## src/rtl/pwm_level_ramp.sv

```systemverilog
// PWM upstream driver: prescaled count-advance strobe, PWM phase shadow and a
// duty level that is applied directly, slewed, or swept as a triangle.
//
// Ramp direction (breathe sweep):
// state | meaning
// UP    | level rising toward target (forced whenever mode is not breathe)
// DOWN  | level falling toward 0
module pwm_level_ramp #(
  parameter int WIDTH     = 8,
  parameter int DIV_WIDTH = 8
) (
  input  logic                 clk,
  input  logic                 rst_n,
  input  logic                 enable,
  input  logic [DIV_WIDTH-1:0] divider,
  input  logic [1:0]           mode,
  input  logic [WIDTH-1:0]     target,
  input  logic [WIDTH-1:0]     step,
  output logic                 strobe,
  output logic [WIDTH-1:0]     level,
  output logic                 period_end,
  output logic                 busy
);

  localparam logic [1:0] MODE_DIRECT  = 2'd0;
  localparam logic [1:0] MODE_SLEW    = 2'd1;
  localparam logic [1:0] MODE_BREATHE = 2'd2;

  typedef enum logic {UP = 1'b0, DOWN = 1'b1} dir_t;

  logic [DIV_WIDTH-1:0] pre;
  logic [WIDTH-1:0]     phase;
  logic [WIDTH-1:0]     phase_next;
  logic                 pre_hit;
  logic                 boundary;
  dir_t                 dir;
  dir_t                 dir_next;
  logic [WIDTH-1:0]     level_next;
  logic [WIDTH:0]       level_plus;
  logic [WIDTH:0]       target_plus;

  assign pre_hit    = (pre == divider);
  assign phase_next = strobe ? phase + 1'b1 : phase;
  // period_end already encodes "strobe=1 and phase==all-ones" for this cycle
  assign boundary   = enable && period_end;

  always_ff @(posedge clk or negedge rst_n) begin
    if (!rst_n) begin
      pre        <= '0;
      phase      <= '0;
      strobe     <= 1'b0;
      period_end <= 1'b0;
    end else if (!enable) begin
      pre        <= '0;
      phase      <= '0;
      strobe     <= 1'b0;
      period_end <= 1'b0;
    end else begin
      pre        <= pre_hit ? '0 : pre + 1'b1;
      strobe     <= pre_hit;
      phase      <= phase_next;
      period_end <= pre_hit && (phase_next == '1);
    end
  end

  always_ff @(posedge clk or negedge rst_n) begin
    if (!rst_n) begin
      dir   <= UP;
      level <= '0;
    end else begin
      dir   <= dir_next;
      level <= level_next;
    end
  end

  // One extra bit keeps level+step and target+step from wrapping.
  assign level_plus  = {1'b0, level} + {1'b0, step};
  assign target_plus = {1'b0, target} + {1'b0, step};

  always_comb begin
    dir_next   = dir;
    level_next = level;
    if (mode != MODE_BREATHE) dir_next = UP;
    if (boundary) begin
      case (mode)
        MODE_DIRECT: level_next = target;
        MODE_SLEW: begin
          if (level < target)
            level_next = (level_plus >= {1'b0, target}) ? target : level_plus[WIDTH-1:0];
          else if (level > target)
            level_next = ({1'b0, level} <= target_plus) ? target : level - step;
        end
        MODE_BREATHE: begin
          if (dir == UP) begin
            if (level_plus >= {1'b0, target}) begin
              level_next = target;
              dir_next   = DOWN;
            end else begin
              level_next = level_plus[WIDTH-1:0];
            end
          end else begin
            if (level <= step) begin
              level_next = '0;
              dir_next   = UP;
            end else begin
              level_next = level - step;
            end
          end
        end
        default: level_next = level;
      endcase
    end
  end

  always_comb begin
    busy = 1'b0;
    if ((mode == MODE_DIRECT) || (mode == MODE_SLEW)) busy = (level != target);
  end

endmodule

```

## config.mk

```make
export PLATFORM = sky130hd
export DESIGN_NAME = pwm_level_ramp
export DESIGN_NICKNAME = d
export VERILOG_FILES = /design/src/rtl/pwm_level_ramp.sv
export SDC_FILE = /design/constraint.sdc
export NUM_CORES = 1
export LEC_CHECK = 0
export CAP_MARGIN = 20
export CORE_MARGIN = 5
export CORE_UTILIZATION = 60
export CTS_CLUSTER_DIAMETER = 100
export CTS_CLUSTER_SIZE = 28
export DETAILED_ROUTE_END_ITERATION = 7
export GPL_TIMING_DRIVEN = 1
export PLACE_DENSITY_LB_ADDON = 0.2
export SLEW_MARGIN = 20
export SYNTH_ARGS = -nofsm -noshare
export SYNTH_HDL_FRONTEND = slang
export SYNTH_SLANG_ARGS = --single-unit
```

## constraint.sdc

```tcl
create_clock -name clk -period 7.9 [get_ports clk]
set_input_delay 1.975 -clock clk [delete_from_list [all_inputs] [get_ports clk]]
set_output_delay 1.975 -clock clk [all_outputs]
set_load 0.05 [all_outputs]
```

==> results <==
- The die is 82.39 um wide.
- The synthesized-area fraction occupied by ao, oa, aoi and oai cells is 0.2216.
- The total via count in the routed design is 2926.
- The arrival time reported for the critical path endpoint is 4200 ps.
- The core footprint is 0.005107 mm2.
- The final max-slew violation count is 0.
- CTS saw 27 sinks.
- A synthesized cell averages 8.591 um2.
- The die covers 0.006788 mm2.
- The number of antenna diodes in the final layout is 0.
- The actual slew at the worst max-slew pin is 697.5 ps.
- The time the final worst path needs with I/O delays and setup is 6174 ps.
- The maximum achievable frequency is 162.0 MHz.
- The number of flops mapped to enable cells by yosys is 0.
- The total wire length after detailed routing is 8003 um.
- The number of flip-flops and latches in the synthesized netlist is 27.
- In the finished design, the share of the clock period the worst path needs comes to 0.7816.
- Of all nets on the critical path, the largest fanout is 4.
- After routing, the total negative slack on setup checks comes to 0 ps.
- The setup-violating endpoint count in the final report is 0.
- After the first detailed-routing iteration, the DRC count stood at 193.
- TritonCTS built the clock tree.
- During synthesis, Yosys emitted a total of 0 warnings.
- The longest clock path from root to sink contains 2 buffers.
- In this run the number of H-tree levels came out at 1.
- Counting instances in the post-synthesis netlist gives the leading cell types as sky130_fd_sc_hd__ha_1 (54), sky130_fd_sc_hd__nor2_1 (36), sky130_fd_sc_hd__inv_1 (30).
- The path class of the tightest hold or removal check is flop to flop.
- The clock transition at the register clock pins on the worst setup and hold paths after CTS is 100 ps.
- The critical path class is primary input to output port.
- The total power density per cell area is 95.24 mW/mm2.
- The total global routing track utilization is 0.2443.
- Counting the fill cells in the layout gives 417.
- In this run the tightest slew margin relative to its limit is 0.5307.
- The initial utilization of the core area, before any placement, comes to 0.6156.
- The flow ran to the end, and the final reports show no timing, DRC or antenna violations.
- The clock insertion delay at the later pin of the skew report is 300 ps.
- On the final layout, the worst clock skew is 19.04 ps.
- The clock network fraction of total power is 0.254.
- The remaining global-route overflow is 0.
- Of the post-synthesis cell area, the part taken by muxes is 0.01632.
- The simple logic cell fraction of the synthesized area is 0.1635.
- The worst ir drop on vdd is 0.0001103 V.
- The post-synthesis share of cell area spent on full adders, half adders and majority gates is 0.2340.
- Sorting the synthesized cells by area gives the leading types as sky130_fd_sc_hd__dfrtp_1 (21%), sky130_fd_sc_hd__ha_1 (21%), sky130_fd_sc_hd__xor2_1 (5.8%), sky130_fd_sc_hd__nor2_1 (4.3%), sky130_fd_sc_hd__xnor2_1 (4.2%).
- Summed over all nets, the switching power comes to 119.6 uW.
- The worst setup path is captured at an output port.
- The most used flip-flop cell after synthesis is sky130_fd_sc_hd__dfrtp_1.
- The final antenna-violating net count is 0.
- The number of core rows is 26.
- Summed over all cells, the static leakage comes to 1.721 nW.
- The cell count after synthesis came out at 366.
- The tree is rooted in a sky130_fd_sc_hd__clkbuf_8.
- The cell with the most instances after synthesis is sky130_fd_sc_hd__ha_1.
- After routing the design area is 0.003643 mm2.
- Of the total power, the share spent switching nets is 0.3447.
- The last weighted congestion value of the routability-driven placer is 1.028.
- Buffers inserted during clock tree synthesis total 3.
- The number of gates resized after CTS is 0.
- The total cell area at the placement stage is 0.003595 mm2.
- Relative to the synthesized area, the layout overhead comes to 15.88%.
- The synthesized netlist contains 63 unique library cells.
- The fraction of the yosys area taken by sequential cells is 0.2149.
- The via count of the first global-routing pass is 2756.
- The share of total power dissipated in sequential elements is 0.408.
- Entering global routing, the biggest net connects 28 pins.
- The leading area contributor after synthesis is sky130_fd_sc_hd__dfrtp_1.
- The first global-routing pass estimated 12710 um of wire.
- Using the TritonRoute via totals, the vias-per-cell ratio works out to 6.173.
- The share of total power dissipated in combinational logic is 0.338.
- Counting every net in the synthesized netlist gives 452.
- The first TritonRoute pass finished after 5 iterations.
- The HPWL after detailed placement is 6467 um.
- Data on the critical path is required at its endpoint by 5930 ps.
- The internal power is 227.4 uW.
- The power consumption is 347.0 uW.
- The hold violation count in the final report is 0.
- The sort of element at the start of the critical path is a primary input.
- The number of maximum-capacitance violations is 0.
- The xor-xnor portion of the synthesized cell area is 0.1003.
- After detailed routing, the average wire length per cell comes to 16.88 um.
- In this run the vertical extent of the chip is 82.39 um.
- The number of antenna violations at the first check in global routing came to 0.
- Setup repair after global routing left no endpoint under its margin.
- The fraction of final layout cells sized beyond drive strength 1 is 0.03960.
- The cell area after synthesis is 0.003144 mm2.
- For this run, asynchronously set or reset flops after synthesis account for 1.000.
- Port buffering added 39 buffers.
- For this design the top-level I/O count stands at 40.
- For this run, design rule violations remaining after detail routing come to 0.
- The area share of the leading cell type in the synthesized netlist is 0.2149.
- After synthesis, the largest family of logic cells by area is adder cells.
- After the last flow step, the layout net total stands at 491.
- Hold repair after CTS inserted 0 buffers.
- In this run the post-CTS setup repair buffer count came out at 0.
-- state kept, by name (all words and copies together), names as in the netlist --
signal / flops
phase: 8
dir: 1
period_end: 1
level: 8
pre: 8
strobe: 1
-- worst max-delay path, cell delays in order --
cell,delay [ps]
sky130_fd_sc_hd__clkdlybuf4s50_1,570
sky130_fd_sc_hd__inv_1,120
sky130_fd_sc_hd__ha_1,340
sky130_fd_sc_hd__nand4_1,210
sky130_fd_sc_hd__o22a_1,180
sky130_fd_sc_hd__clkdlybuf4s50_1,790
-- logic make-up (layout without fill, tap and decap cells) --
| logic type | after synthesis | count (layout) |
|---|---|---|
| adder cells (fa/ha/maj) | 57 | 57 |
| XOR/XNOR | 36 | 36 |
| flip-flops | 27 | 27 |
| multiplexers | 5 | 5 |
| buffers and inverters | 38 | 76 |
| AO/OA/AOI/OAI | 95 | 95 |
| AND/OR/NAND/NOR | 108 | 108 |
-- per-stage QoR --
step | std cells | utilization | worst slack [ps] | hold WS (ps)
5_1_grt | 474 | 0.7134 | 1668 | 603.3
3_5_place_dp | 470 | 0.7038 | 1733 | 543.9
6_report | 474 | 0.7134 | 1726 | 568.1
3_3_place_gp | 470 | 0.7038 | 1711 | 530.4
4_1_cts | 474 | 0.7134 | 1727 | 567.7
2_1_floorplan | 366 | - | 2727 | 501.9
-- cells in the final DEF, fill, tap and decap left out, types with 4 or more instances in the layout --
master                            netlist  layout
sky130_fd_sc_hd__nor3_1                 4       4
sky130_fd_sc_hd__a211oi_1               7       7
sky130_fd_sc_hd__clkdlybuf4s50_1        0      39
sky130_fd_sc_hd__a21o_1                 4       4
sky130_fd_sc_hd__and3_1                 5       5
sky130_fd_sc_hd__ha_1                  54      54
sky130_fd_sc_hd__inv_1                 30      30
sky130_fd_sc_hd__nand2_1               25      25
sky130_fd_sc_hd__o21ai_0               13      13
sky130_fd_sc_hd__mux2i_1                4       4
sky130_fd_sc_hd__xnor2_1               15      15
sky130_fd_sc_hd__nand3_1               11      11
sky130_fd_sc_hd__o211ai_1              10      10
sky130_fd_sc_hd__xor2_1                21      21
sky130_fd_sc_hd__nand4_1                8       8
sky130_fd_sc_hd__dfrtp_1               27      27
sky130_fd_sc_hd__nor2_1                36      36
sky130_fd_sc_hd__a21oi_1               22      22
-- layout make-up --
type                       count  area, um2  share of cell area
clock inverter                 1      7.507            0.002060
sequential                    27      675.6              0.1854
timing repair buffer          40      397.9              0.1092
inverter                      32      120.1             0.03297
clock buffer                   3      41.29             0.01133
multi-input combinational    301       2313              0.6350
tap                           70      87.58             0.02404
-- final timing paths --
check,start,to,slack (ps),cells after the start
max,target[6],busy,1730,6
min,phase[7],phase[7],570,2
max reg2reg,level[4],level[1],3930,13
min reg2reg,phase[7],phase[7],570,2
max in group asynchronous,rst_n,level[3],5550,2
min in group asynchronous,rst_n,level[5],2040,2
-- power groups by stage --
stage	logic (mW)	clock network [mW]	registers, mW
2_1_floorplan	0.0753	0	0.144
3_3_place_gp	0.113	0	0.144
3_5_place_dp	0.115	0	0.144
4_1_cts	0.116	0.0884	0.142
5_1_grt	0.129	0.0935	0.142
6_report	0.117	0.0880	0.142
-- per-layer routing --
metal,up-vias,GRT usage,wire length (um)
met5,-,0,0
met1,1372,0.3173,3493
met2,126,0.4271,3879
met3,20,0.02603,447
met4,0,0.06977,183
li1,1408,-,-
Note: power is estimated with default switching activity, not from simulation.
